==> src/rtl/ex_operand_fwd.sv <==
// EX-stage operand forwarding register: picks each source operand from XZR, EX/MEM, MEM/WB or the register file.
// Latency: 1 cycle from ID inputs to op_a/op_b, fwd_a/fwd_b and out_valid.
// Backpressure: stall holds every output register; flush clears the stage and wins over stall.
module ex_operand_fwd (
  input  logic        clk,
  input  logic        reset,
  input  logic        in_valid,
  input  logic        stall,
  input  logic        flush,
  input  logic [4:0]  rn_addr,
  input  logic [4:0]  rm_addr,
  input  logic [63:0] rn_data,
  input  logic [63:0] rm_data,
  input  logic        exmem_wr,
  input  logic [4:0]  exmem_addr,
  input  logic [63:0] exmem_data,
  input  logic        memwb_wr,
  input  logic [4:0]  memwb_addr,
  input  logic [63:0] memwb_data,
  output logic [63:0] op_a,
  output logic [63:0] op_b,
  output logic        out_valid,
  output logic [1:0]  fwd_a,
  output logic [1:0]  fwd_b,
  output logic [15:0] fwd_count
);

  localparam logic [1:0] TAG_RF    = 2'b00;
  localparam logic [1:0] TAG_MEMWB = 2'b01;
  localparam logic [1:0] TAG_EXMEM = 2'b10;
  localparam logic [1:0] TAG_XZR   = 2'b11;

  // Returns {tag, data}. XZR beats any match; EX/MEM is younger than MEM/WB so it wins.
  function automatic logic [65:0] pick_operand(
    input logic [4:0]  addr,
    input logic [63:0] rf_data,
    input logic        ex_wr,
    input logic [4:0]  ex_addr,
    input logic [63:0] ex_data,
    input logic        wb_wr,
    input logic [4:0]  wb_addr,
    input logic [63:0] wb_data
  );
    logic [65:0] res;
    if (addr == 5'd31) begin
      res = {TAG_XZR, 64'd0};
    end else if (ex_wr && (ex_addr == addr)) begin
      res = {TAG_EXMEM, ex_data};
    end else if (wb_wr && (wb_addr == addr)) begin
      res = {TAG_MEMWB, wb_data};
    end else begin
      res = {TAG_RF, rf_data};
    end
    return res;
  endfunction

  logic [65:0] sel_a;
  logic [65:0] sel_b;
  logic [1:0]  fwd_inc;
  logic [16:0] count_sum;
  logic [15:0] count_next;

  // Combinational operand selection for both sources.
  always_comb begin
    sel_a = pick_operand(rn_addr, rn_data, exmem_wr, exmem_addr, exmem_data,
                         memwb_wr, memwb_addr, memwb_data);
    sel_b = pick_operand(rm_addr, rm_data, exmem_wr, exmem_addr, exmem_data,
                         memwb_wr, memwb_addr, memwb_data);
  end

  // Saturating forward counter: count pipeline-forwarded operands (tags 01/10 only).
  always_comb begin
    fwd_inc = 2'd0;
    if (sel_a[65:64] == TAG_MEMWB || sel_a[65:64] == TAG_EXMEM) fwd_inc = fwd_inc + 2'd1;
    if (sel_b[65:64] == TAG_MEMWB || sel_b[65:64] == TAG_EXMEM) fwd_inc = fwd_inc + 2'd1;
    count_sum  = {1'b0, fwd_count} + {15'd0, fwd_inc};
    count_next = count_sum[16] ? 16'hFFFF : count_sum[15:0];
  end

  // Stage register: flush over stall over normal load; operands load even for bubbles.
  always_ff @(posedge clk or negedge reset) begin
    if (!reset) begin
      op_a      <= 64'd0;
      op_b      <= 64'd0;
      fwd_a     <= TAG_RF;
      fwd_b     <= TAG_RF;
      out_valid <= 1'b0;
      fwd_count <= 16'd0;
    end else if (flush) begin
      op_a      <= 64'd0;
      op_b      <= 64'd0;
      fwd_a     <= TAG_RF;
      fwd_b     <= TAG_RF;
      out_valid <= 1'b0;
    end else if (!stall) begin
      op_a      <= sel_a[63:0];
      op_b      <= sel_b[63:0];
      fwd_a     <= sel_a[65:64];
      fwd_b     <= sel_b[65:64];
      out_valid <= in_valid;
      if (in_valid) fwd_count <= count_next;
    end
  end

endmodule

==> config.mk <==
export PLATFORM = sky130hd
export DESIGN_NAME = ex_operand_fwd
export DESIGN_NICKNAME = d
export VERILOG_FILES = /design/src/rtl/ex_operand_fwd.sv
export SDC_FILE = /design/constraint.sdc
export NUM_CORES = 1
export LEC_CHECK = 0
export ABC_AREA = 1
export CAP_MARGIN = 20
export CELL_PAD_IN_SITES_DETAIL_PLACEMENT = 0
export CELL_PAD_IN_SITES_GLOBAL_PLACEMENT = 1
export CORE_MARGIN = 1.5
export CORE_UTILIZATION = 25
export CTS_BUF_LIST = sky130_fd_sc_hd__clkbuf_16
export DETAILED_ROUTE_END_ITERATION = 12
export PLACE_DENSITY_LB_ADDON = 0.1
export SYNTH_ARGS = -nofsm -noshare
export SYNTH_HDL_FRONTEND = slang
export SYNTH_SLANG_ARGS = --single-unit
==> constraint.sdc <==
create_clock -name clk -period 2.59 [get_ports clk]
set_clock_uncertainty 0.2 [all_clocks]
set_input_delay 0.3885 -clock clk [delete_from_list [all_inputs] [get_ports clk]]
set_output_delay 0.3885 -clock clk [all_outputs]
set_load 0.01 [all_outputs]
==> metrics.cfg <==
[synthesis]
synthMuxAreaShare_pct = 0
syn_area_um2 = 9600
yosysSeqAreaShare_pct = 38.9
synth_fp_nets = 1683
netlist_instances = 1396
synth_compound_area_share_pct = 1.28
yosysWarningCount = 0
yosys.cell_count.top_type = nand2_1
synth_edf_count = 0
synth_top_family_by_area = simple AND/OR/NAND/NOR gates
yosys-top-cells-area = dfrtp_1 (39%), nand3_1 (24%), nand2_1 (19%)
synth_adder_area_share_pct = 0.600
async_flop_share_pct = 100
dominantRegCellSynth = dfrtp_1
synthSimpleGateAreaFrac_pct = 49.9
syn_avg_cell_area_um2 = 6.87
synthTopCellsByCount = nand2_1 (475), nand3_1 (466), dfrtp_1 (149)
post-synth-top-area-fraction_pct = 38.9
ys_seq_elements = 149
synth_area_leader_cell = dfrtp_1
synth_xor_xnor_area_share_pct = 0.548
synth.distinct_cells = 29

[setup_path]
end_kind = flip-flop
crit_type = primary input to flip-flop
crit_path_max_fanout = 3
cp_data_arrival_time_ns = 2.74
cp.required_ns = 2.78
critPathLaunchType = primary input

[timing]
clock.fmax_mhz = 392
slew_violations = 0
setup_slack_ns = 0.0385
relSlewSlack_pct = 33.5
worst_pin_slew_ns = 0.997
rsz0062_at_grt = yes
layout_min_cycle_time_ns = 2.55
finalSetupViolCount = 0
hold_viol = 0
fin_crit_sh_pct = 98.5

[place]
io_buffers = 431
placed_cell_area_um2 = 14800
dp_slack_ns = -1.01
place_hpwl_mm = 33.5
gp_congestion = 0.818

[global_routing]
overflow = 0
grt_usage_pct = 24.9
grt_pass1_wl_mm = 73.5
antenna_found_initial = 6
grt_pass1_vias = 11800
grt_max_degree = 75

[power]
p_leak_nw = 7.30
total_power_mw = 7.13
irDropWorstVdd_mv = 0.452
p_per_area_nw_per_um2 = 447

[cts]
cts_tree = yes
cts_max_level = 4
cts.sinks = 149
clock_latency_ns = 0.45
root_buffer = clkbuf_16
cts_buffers = 17
clk_transition_reported_paths_ns = 0.07
clockBufferDepth = 2

[floorplanning]
die_h_um = 199
start_util_pct = 25.4
fp.dieW_um = 199
pin_count = 432
row_count = 71
coreArea_um2 = 37800
die-area_um2 = 39600

[final_layout]
area_growth_pct = 66.0
final_util_pct = 42.2
nets = 2124
final_cell_area_um2 = 15900
layout-drive-gt1-share_pct = 14.0

[routing]
drcViolationCount = 0
wirelength_mm = 49.9
dr.pass1.iters = 5
ant_nets = 0
post_drt_wl_per_cell_um = 21.1
avgViaCountPerCell = 4.98
num_vias = 11800
drtIter0Drc = 612

[worst_hold_path]
hold_path.class = flip-flop to flip-flop

[status]
status = complete, no violations

[flow_run]
cap_viol_max_count = 0

==> final cells by class <==
class / instances / area, µm²
clock inverters: 15 / 164
inverters: 43 / 228
repair buffers: 538 / 5260
clock buffers: 17 / 425
diodes: 5 / 12.5
well taps: 511 / 639
fillers: 3922 / 21800
flip-flops and latches: 149 / 3730
multi-input cells: 1088 / 5460
==> per-stage QoR <==
step	setup TNS [ns]	std cells	hold WS, ns
2_1_floorplan	-2.54	1396	-0.107
3_3_place_gp	-55.53	2293	0.236
3_5_place_dp	-57.58	2293	0.241
4_1_cts	0	2355	0.281
5_1_grt	-0.0485	2365	0.296
6_report	0	2366	0.278
==> layer usage <==
metal / track usage (%) / part of all wire, % / routed length [µm]
met5: 0 / 0.024 / 12
met4: 10.2 / 3.0 / 1490
met3: 7.22 / 9.2 / 4590
met2: 40.9 / 47 / 23500
met1: 30.4 / 41 / 20300
==> flip-flops by register name, summed over array words and instances (netlist names) <==
register and count:
fwd_b 2, op_b 64, fwd_count 16, op_a 64, out_valid 1, fwd_a 2
==> worst max-delay path: stages <==
cell,delay [ns]
buf_2,0.09
buf_8,0.13
inv_16,0.04
nor3_4,0.16
nand3_2,0.12
buf_4,0.15
buf_4,0.12
buf_4,0.12
buf_4,0.12
buf_4,0.12
buf_4,0.12
buf_4,0.12
buf_4,0.13
buf_4,0.12
buf_4,0.12
buf_4,0.12
buf_4,0.12
buf_4,0.12
a21oi_2,0.12
a21o_1,0.09
==> power breakdown <==
group          total [mW]  internal, mW  switching, mW
Combinational        1.93         0.951          0.982
Sequential           2.58          2.47          0.108
Clock                2.61          1.50           1.11
==> cells in the final DEF (no fill, tap or decap), types with 8 or more instances in the layout <==
cell type and count:
nand4_1 65, buf_2 10, nand2_4 11, nor2_4 21, clkbuf_16 17, clkdlybuf4s50_1 408, nor2_1 8, nand3_1 461
nand2_2 25, dfrtp_1 149, buf_4 84, inv_1 24, buf_6 8, nand2_1 443, inv_2 12, buf_12 16
==> final timing paths <==
| path | startpoint | to | slack, ns | depth (start not counted) |
|---|---|---|---|---|
| worst max-delay path | rn_addr[4] | fwd_a[1] | 0.04 | 20 |
| max in group asynchronous | reset | op_a[16] | 1.22 | 3 |
| worst min-delay path | op_b[38] | op_b[38] | 0.28 | 2 |
| worst min register to register | op_b[38] | op_b[38] | 0.28 | 2 |
| min in group asynchronous | reset | fwd_count[13] | 0.32 | 2 |
| worst max register to register | fwd_count[0] | fwd_count[14] | 0.52 | 9 |
==> cells by family after synthesis <==
group	Yosys count
xor+xnor	6
buf+inv	159
fa+ha+maj	4
flops	149
compound gates	23
simple gates	1055
==> timing repair <==
item	CTS	global route
resized for setup	110	56
hold buffers	1	0
endpoints found under the hold margin	50	0
pin swaps	33	28
endpoints found under the setup margin	40	41
setup buffers	31	6
(Power assumes the default switching activity.)
